[config.mk]
export PLATFORM = sky130hd
export DESIGN_NAME = bound_up_down_ctrl_flat
export DESIGN_NICKNAME = d
export VERILOG_FILES = /design/src/rtl/bound_up_down_ctrl_if.sv /design/src/rtl/bound_up_down_ctrl.sv /design/src/flat_wrapper.sv
export SDC_FILE = /design/constraint.sdc
export NUM_CORES = 1
export LEC_CHECK = 0
export CAP_MARGIN = 0
export CORE_MARGIN = 3
export CORE_UTILIZATION = 50
export DETAILED_ROUTE_END_ITERATION = 7
export PLACE_DENSITY = 0.8
export SLEW_MARGIN = 5
export SYNTH_ARGS = -nofsm -noshare
export SYNTH_HDL_FRONTEND = slang
export SYNTH_SLANG_ARGS = --single-unit
[constraint.sdc]
create_clock -name clk -period 2.26 [get_ports clk]
set_input_delay 0.678 -clock clk [delete_from_list [all_inputs] [get_ports clk]]
set_output_delay 0.678 -clock clk [all_outputs]
set_load 0.005 [all_outputs]
[src/rtl/bound_up_down_ctrl_if.sv]
// Port bundle for the line-buffer replay controller: sync inputs, buffer strobes and output timing.
interface bound_up_down_ctrl_if;
  logic        din_vsync;
  logic        din_hsync;
  logic        buf_wr_en;
  logic [13:0] buf_wr_addr;
  logic        buf_rd_en;
  logic [13:0] buf_rd_addr;
  logic        dout_sel;
  logic        dout_hsync;
  logic        dout_vsync;
  logic        err;

  modport slave (
    input  din_vsync, din_hsync,
    output buf_wr_en, buf_wr_addr, buf_rd_en, buf_rd_addr,
           dout_sel, dout_hsync, dout_vsync, err
  );

  modport master (
    output din_vsync, din_hsync,
    input  buf_wr_en, buf_wr_addr, buf_rd_en, buf_rd_addr,
           dout_sel, dout_hsync, dout_vsync, err
  );
endinterface

[src/rtl/bound_up_down_ctrl.sv]
// Top/bottom border controller: replays the first and last image rows P times from a line buffer
// so a KSZ x KSZ window sees replicated edge rows.
module bound_up_down_ctrl #(
  parameter int KSZ  = 'd3,
  parameter int DW   = 'd8,
  parameter int IW   = 'd640,
  parameter int IH   = 'd480,
  parameter int HBLK = 'd16
) (
  input  logic                  clk,
  input  logic                  rst_n,
  bound_up_down_ctrl_if.slave   bus
);

  localparam int          P         = (KSZ - 1) / 2;
  localparam logic [13:0] IW_W      = 14'(IW);
  localparam logic [15:0] IW_LAST   = 16'(IW - 1);
  localparam logic [15:0] HBLK_LAST = 16'(HBLK - 1);
  localparam logic [15:0] ROW_LAST  = 16'(IH - 1);
  localparam logic [2:0]  REP_LAST  = 3'(P - 1);

  if ((KSZ != 3 && KSZ != 5 && KSZ != 7) || DW < 1 || IW < 1 || IW > 16383 || HBLK < 1)
  begin : g_param_err
    $error("bound_up_down_ctrl: illegal parameter set");
  end

  typedef enum logic [1:0] {IDLE, GAP, READ} state_t;

  state_t      state_reg, state_next;
  logic        vs_d1, hs_d1;
  logic [13:0] wr_cnt_reg, wr_cnt_next;
  logic [15:0] row_cnt_reg;
  logic [15:0] ph_cnt_reg, ph_cnt_next;
  logic [2:0]  rep_cnt_reg, rep_cnt_next;
  logic        err_reg, dout_hsync_reg, dout_sel_reg;

  logic vs_rise, hs_rise, hs_fall, trigger, abort, rd_en;

  assign vs_rise = bus.din_vsync & ~vs_d1;
  assign hs_rise = bus.din_hsync & ~hs_d1;
  assign hs_fall = ~bus.din_hsync & hs_d1;
  // row_cnt still holds the index of the row that is ending on this falling edge
  assign trigger = hs_fall & ((row_cnt_reg == 16'd0) | (row_cnt_reg == ROW_LAST));
  assign abort   = (state_reg != IDLE) & (hs_rise | vs_rise);
  assign rd_en   = (state_reg == READ);

  assign wr_cnt_next = !bus.din_hsync     ? 14'd0 :
                       (wr_cnt_reg == IW_W) ? wr_cnt_reg : wr_cnt_reg + 14'd1;

  always_comb begin
    state_next   = state_reg;
    ph_cnt_next  = ph_cnt_reg;
    rep_cnt_next = rep_cnt_reg;
    if (abort) begin
      state_next  = IDLE;
      ph_cnt_next = 16'd0;
    end else begin
      case (state_reg)
        IDLE: begin
          if (trigger) begin
            state_next   = GAP;
            ph_cnt_next  = 16'd0;
            rep_cnt_next = 3'd0;
          end
        end
        GAP: begin
          if (ph_cnt_reg == HBLK_LAST) begin
            state_next  = READ;
            ph_cnt_next = 16'd0;
          end else begin
            ph_cnt_next = ph_cnt_reg + 16'd1;
          end
        end
        READ: begin
          if (ph_cnt_reg == IW_LAST) begin
            ph_cnt_next = 16'd0;
            if (rep_cnt_reg < REP_LAST) begin
              state_next   = GAP;
              rep_cnt_next = rep_cnt_reg + 3'd1;
            end else begin
              state_next = IDLE;
            end
          end else begin
            ph_cnt_next = ph_cnt_reg + 16'd1;
          end
        end
        default: begin
          state_next  = IDLE;
          ph_cnt_next = 16'd0;
        end
      endcase
    end
  end

  always_ff @(posedge clk or negedge rst_n) begin
    if (!rst_n) begin
      state_reg      <= IDLE;
      vs_d1          <= 1'b0;
      hs_d1          <= 1'b0;
      wr_cnt_reg     <= 14'd0;
      row_cnt_reg    <= 16'd0;
      ph_cnt_reg     <= 16'd0;
      rep_cnt_reg    <= 3'd0;
      err_reg        <= 1'b0;
      dout_hsync_reg <= 1'b0;
      dout_sel_reg   <= 1'b0;
    end else begin
      state_reg      <= state_next;
      vs_d1          <= bus.din_vsync;
      hs_d1          <= bus.din_hsync;
      wr_cnt_reg     <= wr_cnt_next;
      ph_cnt_reg     <= ph_cnt_next;
      rep_cnt_reg    <= rep_cnt_next;
      dout_hsync_reg <= bus.din_hsync | rd_en;
      dout_sel_reg   <= rd_en;
      if (vs_rise)
        row_cnt_reg <= 16'd0;
      else if (hs_fall)
        row_cnt_reg <= row_cnt_reg + 16'd1;
      // abort implies non-IDLE, so a vsync rise without abort is the IDLE-only clear
      if (abort)
        err_reg <= 1'b1;
      else if (vs_rise)
        err_reg <= 1'b0;
    end
  end

  // write side is combinational on the live sync so the strobe lines up with the live pixel
  assign bus.buf_wr_addr = bus.din_hsync ? wr_cnt_reg : 14'd0;
  assign bus.buf_wr_en   = rst_n & bus.din_hsync & (wr_cnt_reg < IW_W);
  assign bus.buf_rd_en   = rd_en;
  assign bus.buf_rd_addr = rd_en ? ph_cnt_reg[13:0] : 14'd0;
  assign bus.dout_sel    = dout_sel_reg;
  assign bus.dout_hsync  = dout_hsync_reg;
  assign bus.dout_vsync  = vs_d1 | (state_reg != IDLE) | dout_hsync_reg;
  assign bus.err         = err_reg;

endmodule

[src/flat_wrapper.sv]
// flat-port wrapper written by rule: the top's interface ports become plain ports
module bound_up_down_ctrl_flat 
#(
  parameter int KSZ  = 'd3,
  parameter int DW   = 'd8,
  parameter int IW   = 'd640,
  parameter int IH   = 'd480,
  parameter int HBLK = 'd16
)
  (clk, rst_n, bus_din_vsync, bus_din_hsync, bus_buf_wr_en, bus_buf_wr_addr, bus_buf_rd_en, bus_buf_rd_addr, bus_dout_sel, bus_dout_hsync, bus_dout_vsync, bus_err);
  bound_up_down_ctrl_if bus_i ();
  input  logic clk;
  input  logic rst_n;
  input wire logic [$bits(bus_i.din_vsync)-1:0] bus_din_vsync;
  input wire logic [$bits(bus_i.din_hsync)-1:0] bus_din_hsync;
  output wire logic [$bits(bus_i.buf_wr_en)-1:0] bus_buf_wr_en;
  output wire logic [$bits(bus_i.buf_wr_addr)-1:0] bus_buf_wr_addr;
  output wire logic [$bits(bus_i.buf_rd_en)-1:0] bus_buf_rd_en;
  output wire logic [$bits(bus_i.buf_rd_addr)-1:0] bus_buf_rd_addr;
  output wire logic [$bits(bus_i.dout_sel)-1:0] bus_dout_sel;
  output wire logic [$bits(bus_i.dout_hsync)-1:0] bus_dout_hsync;
  output wire logic [$bits(bus_i.dout_vsync)-1:0] bus_dout_vsync;
  output wire logic [$bits(bus_i.err)-1:0] bus_err;
  assign bus_i.din_vsync = bus_din_vsync;
  assign bus_i.din_hsync = bus_din_hsync;
  assign bus_buf_wr_en = bus_i.buf_wr_en;
  assign bus_buf_wr_addr = bus_i.buf_wr_addr;
  assign bus_buf_rd_en = bus_i.buf_rd_en;
  assign bus_buf_rd_addr = bus_i.buf_rd_addr;
  assign bus_dout_sel = bus_i.dout_sel;
  assign bus_dout_hsync = bus_i.dout_hsync;
  assign bus_dout_vsync = bus_i.dout_vsync;
  assign bus_err = bus_i.err;
  bound_up_down_ctrl #(.KSZ(KSZ), .DW(DW), .IW(IW), .IH(IH), .HBLK(HBLK)) u_core (.clk(clk), .rst_n(rst_n), .bus(bus_i));
endmodule
==> results list, run 1 <==
* Class of the tightest hold or removal check: reg2reg
- Critical setup path kind: reg2reg
- Final worst-path cycle share: 102.3%
- STA puts the critical path data required time at 2.46 ns.
* Vias in the first global route: 2863
* Layout cells sized above 1: 25.23%
- Compared with the post-synthesis result, the final layout area differs by 38.47%.
- Headroom to the max-slew limit: 56.17%
- Summing all placed instances gives a cell area of 3904 sq um.
- For the worst flop-to-flop path, the logic depth is 6.
* Number of antenna repair diodes: 0
- Peak fanout along the critical path: 3
- Remaining design rule violation count: 0
* EDFF count, synth: 0
- Routability-driven placement finished with a final weighted congestion of 0.8641.
- Averaged over all synthesized cells, the footprint is 9.274 sq um.
* Filler Cells Inserted: 407
- Final core occ: 74.23%
* Logic depth of the worst setup path including buffers: 6
- Syn Inst Count: 330
- Most frequent standard cell in the layout excluding fill and tap cells: sky130_fd_sc_hd__buf_4
- The clock tree synthesis step divided the H-tree into 2 levels.
- Die Outline Area: 7096 sq um
- Summed over all layers, the global routing overflow is 0.
- Wire length of the first global-routing pass: 13510 um
- In this run the standard cell core region covers 5709 sq um.
- Area used by sequential logic in the layout: 1326 sq um
- In this run the tool buffered the top-level ports with 37 buffer cells.
* Total vias in the final route: 2957
- CTS buffer count: 5
- The multi-input combinational cells in the finished layout cover a total of 1795 sq um.
- For the worst setup path, the data arrival time is 2.51 ns.
* Final Worst Setup Slack: -0.05209 ns
- Unrepaired setup endpoints after global routing: yes
- Among all flip-flop cells after synthesis, the most frequent one is sky130_fd_sc_hd__dfrtp_1.
- Mapped Area: 3060 sq um
* Max stage delay on crit path: 0.57 ns
- Count of hold-fix buffers inserted at cts: 0
- With fillers left out, the area of the finished cells amounts to 4238 sq um.
- Layout Skew: 0.005590 ns
- Number of different library cells in the post-synthesis netlist: 47
* CP cell instances: or4_4 > buf_4 > o41ai_2 > nand2b_4 > a21oi_4 > mux2_2
- Sequential cells were found to cover 43.34% of the synthesized design area.
- After floorplanning, the core was divided into 27 placement rows.
* Cell family contributing the most delay on the critical path: simple AND/OR/NAND/NOR gates
- After the last flow step, the layout net total stands at 445.
- In the layout the commonest cells are 59 x sky130_fd_sc_hd__buf_4, 53 x sky130_fd_sc_hd__dfrtp_1, 38 x sky130_fd_sc_hd__and2_1.
- TritonCTS built the clock tree.
- For this block, the initial DRC count from the detailed router was 273.
* All-layer global routing usage: 23.29%
* Startpoint type of the worst setup path: flop
- I/O pin count: 38
- Total number of clock tree sinks: 53
- Post-Route WL: 8373 um
* Result of the run: complete, but fails checks
- Entering global routing, the biggest net connects 54 pins.
* Final max-slew violation count: 0
* Hold violation total from the final report: 0
* Clock root buffer: sky130_fd_sc_hd__clkbuf_8
- Initial standard-cell utilization of the core: 53.61%
- The first TritonRoute pass finished after 6 iterations.
- Max VDD drop: 0.0005739 V
- Number of antenna violations at the first check in global routing: 0
* Warnings, synthesis: 0
* DRT antenna net count: 0
- # setup viols final: 6
- The wire-length estimate of the detail-placed layout is 5488 um.
- Failing checks: negative setup slack
* Share of flip-flops with an asynchronous set or reset after synthesis: 100.0%
* Max cap viols: 0
* Detailed-route wire length per cell: 16.61 um
* Setup crit end kind: flop
* Clock Tree Buf Depth: 2
- Register bit total from synthesis: 53
* Cell type of the slowest stage on the worst timing path: sky130_fd_sc_hd__or4_4
* WHS Path Cells: 2
- Power Dens Cells: 700.9 nW/um^2
* Die height: 84.24 um
- Floorplan die width: 84.24 um
* Transition at the pin with the smallest max-transition slack: 0.6575 ns
- For this run, the top clock speed supported by timing is 432.5 MHz.
- Dividing the detail-routed via count by the number of cells gives 5.867.
- Cell leakage power: 2.123 nW
- For the worst-skew pair, the clock arrives at the later sink with an insertion delay of 0.31 ns.
* Net count after synthesis: 344
- Critical path buffer and inverter count: 1
- Final critical delay including setup and external delays: 2.312 ns
* Clock transition at the registers of the reported paths: 0.10 ns
power breakdown:
group	internal, mW	switching, mW	leakage, nW
clock	0.278	0.314	0.0542
combinational	0.667	0.674	1.35
sequential	1.00	0.0385	0.723
cells in the mapped netlist, drive strengths merged (7+ instances only):
cell type / n / share of area [%]
nor2: 23 / 2.9
nand2b: 7 / 1.4
clkbuf: 8 / 0.98
ha: 10 / 4.1
a21oi: 8 / 1.3
o21ai: 12 / 2.0
xor2: 11 / 3.1
nand4: 14 / 2.9
dfrtp: 53 / 43
and2: 39 / 8.0
nor4: 7 / 1.4
inv: 11 / 1.3
nand3: 18 / 2.9
nand2: 30 / 3.8
xnor2: 11 / 3.1
stage by stage:
step | TNS, ns | instances | hold WS, ns | setup WS, ns | power [mW]
floorplan | 0 | 330 | 0.3824 | 0.02546 | 1.537
CTS | -0.05938 | 498 | 0.5266 | -0.05938 | 2.731
detailed placement | -11.91 | 485 | 0.5037 | -0.4232 | 2.021
finish | -0.1672 | 504 | 0.5293 | -0.05209 | 2.970
global route | -0.8236 | 504 | 0.5536 | -0.1273 | 3.129
global placement | -10.61 | 485 | 0.4956 | -0.4113 | 1.976
worst min-delay path, stage by stage (launching register included):
cell	delay (ns)
sky130_fd_sc_hd__dfrtp_1	0.38
sky130_fd_sc_hd__nand2_1	0.06
sky130_fd_sc_hd__nand2_1	0.06
final timing paths:
| path | startpoint | to | slack, ns |
|---|---|---|---|
| worst max-delay path | u_core.ph_cnt_reg[8]$_DFFE_PN0P_ | u_core.state_reg[0]$_DFFE_PN0P_ | -0.05 |
| worst min-delay path | u_core.bus.err$_DFFE_PN0P_ | u_core.bus.err$_DFFE_PN0P_ | 0.53 |
| worst min register to register | u_core.bus.err$_DFFE_PN0P_ | u_core.bus.err$_DFFE_PN0P_ | 0.53 |
| worst max register to register | u_core.ph_cnt_reg[8]$_DFFE_PN0P_ | u_core.state_reg[0]$_DFFE_PN0P_ | -0.05 |
| max in group asynchronous | rst_n | u_core.wr_cnt_reg[11]$_DFFE_PN0P_ | 1.27 |
| min in group asynchronous | rst_n | u_core.row_cnt_reg[15]$_DFFE_PN0P_ | 0.56 |
metal layers:
metal	vias to the layer above	track usage [%]	wire length (um)
met5	-	0	0
met4	0	7.164	229
met3	27	4.514	396
met2	100	39.60	4160
met1	1453	30.01	3586
li1	1377	-	-
cell type report:
type / instances / area share [%]
multi-input combinational: 258 / 42.37
tap: 72 / 2.126
clock inverter: 1 / 0.1181
timing repair buffer: 102 / 20.84
clock buffer: 7 / 2.273
inverter: 11 / 0.9743
sequential: 53 / 31.30
logic make-up (layout without fill, tap and decap cells):
logic type                 count (synthesis)  count (layout)  share of synthesized area (%)
xor gates and xnor gates                  22              22                          6.296
muxes                                      2               2                         0.6950
buffers and inverters                     19             121                          2.330
DFF                                       53              53                          43.34
AOI/OAI and AO/OA                         54              54                          12.88
and+or+nand+nor                          170             170                          30.38
adders and majority gates                 10              10                          4.088
repair_timing:
| item | 4_1_cts | 5_1_grt |
|---|---|---|
| cloned | 1 | 0 |
| pin swaps | 4 | 6 |
| setup buffers | 4 | 6 |
| endpoints found under the setup margin | 40 | 33 |
| gates resized for setup | 36 | 42 |
No activity file was read; power rests on OpenSTA's default activity.
==> run 2, diff against run 1 <==
--- a/config.mk
+++ b/config.mk
@@ -5,11 +5,13 @@
 export SDC_FILE = /design/constraint.sdc
 export NUM_CORES = 1
 export LEC_CHECK = 0
+export ABC_CLOCK_PERIOD_IN_PS = 2260
 export CAP_MARGIN = 0
 export CORE_MARGIN = 3
 export CORE_UTILIZATION = 50
 export DETAILED_ROUTE_END_ITERATION = 7
 export PLACE_DENSITY = 0.8
+export REMOVE_ABC_BUFFERS = 1
 export SLEW_MARGIN = 5
 export SYNTH_ARGS = -nofsm -noshare
 export SYNTH_HDL_FRONTEND = slang
==> run 2 against run 1 <==
  * The flow still finishes with violations (negative setup slack)
  * Non-clock buffer count down 2
  * Fmax grew 1.1%
  * Worst hold slack got worse by 0.016 ns
  * Critical path type unchanged
  * Critical endpoint is now u_core.ph_cnt_reg[8]$_DFFE_PN0P_
==> results list, run 2 (same netlist as run 1, synthesis figures left out) <==
- FMAX: 437.2 MHz (+1.1%)
- Critical path buffer and inverter count: 1 (unchanged)
* Remaining design rule violation count: 0 (unchanged)
- The final cycle utilization of the critical path came to 101.2% (-1.1 points).
* Standard-cell rows: 27 (unchanged)
- Global-route congestion overflow total: 0 (unchanged)
- The area of the die was 7096 sq um (unchanged).
* Result of the run: complete, but fails checks
- The worst-case clock buffer depth is 2 (unchanged).
- Filler Cells Inserted: 416 (+2.2%)
- Final critical delay including setup and external delays: 2.287 ns (-0.02503 ns)
- The wire length of the first global-routing pass was 12760 um (-5.6%).
* Post-Route WL: 7983 um (-4.7%)
- The required time reported for the critical path endpoint came to 2.46 ns (about the same).
- The setup TNS after final layout was -0.02706 ns (+0.1402 ns).
- The clock slew at the register clock pins of the worst setup and hold paths is 0.09 ns (about the same).
- The max-cap check violation count was 0 (unchanged).
- TritonCTS clock tree: built
- Cell leakage power: 1.997 nW (-5.9%)
- The number of clock sinks seen by CTS came to 53 (unchanged).
- Hold violation total from the final report: 0 (unchanged)
* Initial standard-cell utilization of the core: 53.61% (unchanged)
- Power Dens Cells: 695.1 nW/um^2 (-0.83%)
* Critical setup path kind: reg2reg
- The startpoint identified for the worst hold timing path is u_core.bus.err$_DFFE_PN0P_.
- The via density per instance came to 5.791 (-1.3%).
* Total vias in the final route: 2907 (-1.7%)
- Flop-to-flop setup slack: -0.03 ns (+0.03 ns)
- Weighted congestion at the end of routability-driven global placement: 0.8873 (+2.7%)
- The number of H-tree levels was 2 (unchanged).
* Count of hold-fix buffers inserted at cts: 0 (unchanged)
* Max VDD drop: 0.0006470 V (+13%)
- Internal power component: 1.919 mW (-1.3%)
* Maximum number of pins on one net before global-route repair: 54 (unchanged)
- Core box area: 5709 sq um (unchanged)
* Cell family contributing the most delay on the critical path: compound AO/OA/AOI/OAI gates
* I/O pin count: 38 (unchanged)
- Startpoint type of the worst setup path: flop
* Class of the tightest hold or removal check: reg2reg
- The first-pass detailed-route iteration total came to 4 (-2).
- The logic depth of the worst register-to-register path came to 6 (unchanged).
- The area growth from synthesis to layout is 36.63%.
* Setup crit end kind: flop
- The number of nets in the final layout was 443 (-0.45%).
- The number of antenna violations at the first check in global routing came to 0 (unchanged).
* Failing checks: negative setup slack
* Cell type of the slowest stage on the worst timing path: sky130_fd_sc_hd__or4_4
* Final max-slew violation count: 0 (unchanged)
- Reg power frac: 35.7% (+0.7 points)
- The combined global-route utilization of all metal layers is 21.79% (-1.5 points).
* Capture point of the worst reg-to-reg path: u_core.ph_cnt_reg[8]$_DFFE_PN0P_
- Walking the worst path, the cells encountered are or4_4 > o41a_1 > o211ai_2 > buf_4 > o21ai_1 > a22o_1.
- Clk pwr share: 20.3% (+0.4 points)
* Detailed-route wire length per cell: 15.90 um (-4.3%)
* Commonest cells after routing, fill and taps aside: 58 x sky130_fd_sc_hd__buf_4, 53 x sky130_fd_sc_hd__dfrtp_1, 38 x sky130_fd_sc_hd__and2_1
- The net switching power was 0.9879 mW (-3.7%).
- The horizontal extent of the die came to 84.24 um (unchanged).
- CTS buffer count: 5 (unchanged)
- Unrepaired setup endpoints after global routing: yes
* Vias in the first global route: 2868 (+0.17%)
* DRT antenna net count: 0 (unchanged)
- # setup viols final: 1 (-5)
* Placed cell count: 482 (-0.62%)
- The insertion delay to the later sink of the worst-skew pair was 0.31 ns (about the same).
- Layout Skew: 0.006294 ns (+0.0007045 ns)
- The peak per-stage delay on the critical path is 0.57 ns (about the same).
- The net switching fraction of the power is 33.99% (-0.55 points).
* Combinational fraction of design power: 43.9% (-1.2 points)
- Number of antenna repair diodes: 0 (unchanged)
- Power Total: 2.907 mW (-2.1%)
* Most frequent standard cell in the layout excluding fill and tap cells: sky130_fd_sc_hd__buf_4
- The setup slack after layout was -0.02706 ns (+0.02503 ns).
- Headroom to the max-slew limit: 54.23% (-1.9 points)
- Die height: 84.24 um (unchanged)
* Detailed router's first-iteration violation count: 124 (-55%)
- CTS placed an instance of sky130_fd_sc_hd__clkbuf_8 at the clock tree root.
- WHS Path Cells: 2 (unchanged)
- The maximum fanout count along the critical path came to 4 (+1).
* FF-to-FF Start: u_core.ph_cnt_reg[8]$_DFFE_PN0P_
- End of the worst hold path: u_core.bus.err$_DFFE_PN0P_
- Filler-free cell count of the finished design: 502 (-0.40%)
- CP arrival: 2.48 ns (-0.03 ns)
- The total half-perimeter wirelength after legalization and detailed placement is 5431 um (-1.0%).
* Transition at the pin with the smallest max-transition slack: 0.6865 ns (+0.02902 ns)
- Layout cells sized above 1: 26.51% (+1.3 points)
* Quantity of I/O buffers inserted on ports: 37 (unchanged)
-- run 2: changes by cell type in the layout (fill, tap and decap cells not counted), sizes merged --
cell | before | now
clkdlybuf4s50 | 8 | 4
dlygate4sd2 | 11 | 23
clkbuf | 13 | 14
dlymetal6s2s | 10 | 1
buf | 67 | 64
clkdlybuf4s15 | 0 | 1
-- run 2: how the worst max path moves through the flow --
stage / slack (ns) / endpoint / startpoint / cells after the start
floorplan: -0.1 / u_core.state_reg[0]$_DFFE_PN0P_ / u_core.row_cnt_reg[0]$_DFFE_PN0P_ / 7
global placement: -0.38 / bus_buf_wr_addr[4] / bus_din_hsync / 4
detailed placement: -0.41 / u_core.row_cnt_reg[15]$_DFFE_PN0P_ / bus_din_hsync / 9
CTS: -0.004 / bus_dout_vsync / u_core.state_reg[1]$_DFFE_PN0P_ / 4
global route: -0.08 / u_core.ph_cnt_reg[8]$_DFFE_PN0P_ / u_core.ph_cnt_reg[8]$_DFFE_PN0P_ / 6
finish: -0.03 / u_core.ph_cnt_reg[8]$_DFFE_PN0P_ / u_core.ph_cnt_reg[8]$_DFFE_PN0P_ / 6
-- run 2: area by class of cell --
cell class                      instances  area [sq um]  area share (%)
Multi-Input combinational cell        258          1832           43.81
Timing Repair Buffer                  100         790.8           18.91
Clock inverter                          1         5.005          0.1197
Tap cell                               72         90.09           2.154
Sequential cell                        53          1326           31.72
Clock buffer                            7         96.34           2.304
Inverter                               11         41.29          0.9874
-- run 2: metrics by stage --
stage | utilization [%] | worst slack [ns] | instance area [sq um] | hold WS, ns
floorplan | - | -0.09839 | 3030 | 0.3824
global placement | 67.76 | -0.3827 | 3869 | 0.4598
detailed placement | 67.76 | -0.4087 | 3869 | 0.4723
CTS | 70.46 | -0.004138 | 4023 | 0.4953
global route | 73.24 | -0.08472 | 4182 | 0.5483
finish | 73.24 | -0.02706 | 4182 | 0.5129
-- run 2: worst reg2reg max path, delay by kind of cell (launching register included) --
family	cells	cell delay [ns]
and+or+nand+nor	1	0.57
DFF	1	0.38
AOI/OAI and AO/OA	4	1.06
buffers and inverters	1	0.17
-- run 2: metal layers --
layer | global-route usage (%) | vias up | routed length (um)
met3 | 4.612 | 11 | 470
met2 | 36.15 | 96 | 4040
met1 | 28.63 | 1427 | 3381
met4 | 6.725 | 0 | 91
li1 | - | 1373 | -
met5 | 0 | - | 0
-- run 2: repair_timing --
item / CTS / global route
resized for setup: 51 / 34
gates cloned: 1 / 0
pin swaps: 1 / 5
setup endpoints to repair: 44 / 27
setup buffers: 3 / 8
-- run 2: power by group through the flow --
stage	Sequential (mW)	Clock [mW]	Combinational, mW
floorplan	1.06	0	0.468
detailed placement	1.05	0	0.946
global placement	1.05	0	0.921
finish	1.04	0.591	1.28
global route	1.05	0.635	1.36
CTS	1.04	0.600	1.03
==> run 3, diff against run 2 <==
--- a/config.mk
+++ b/config.mk
@@ -6,7 +6,7 @@
 export NUM_CORES = 1
 export LEC_CHECK = 0
 export ABC_CLOCK_PERIOD_IN_PS = 2260
-export CAP_MARGIN = 0
+export CAP_MARGIN = 25
 export CORE_MARGIN = 3
 export CORE_UTILIZATION = 50
 export DETAILED_ROUTE_END_ITERATION = 7
==> results of run 3 <==
The final DEF is identical to that of run 2; final timing and power are the same.
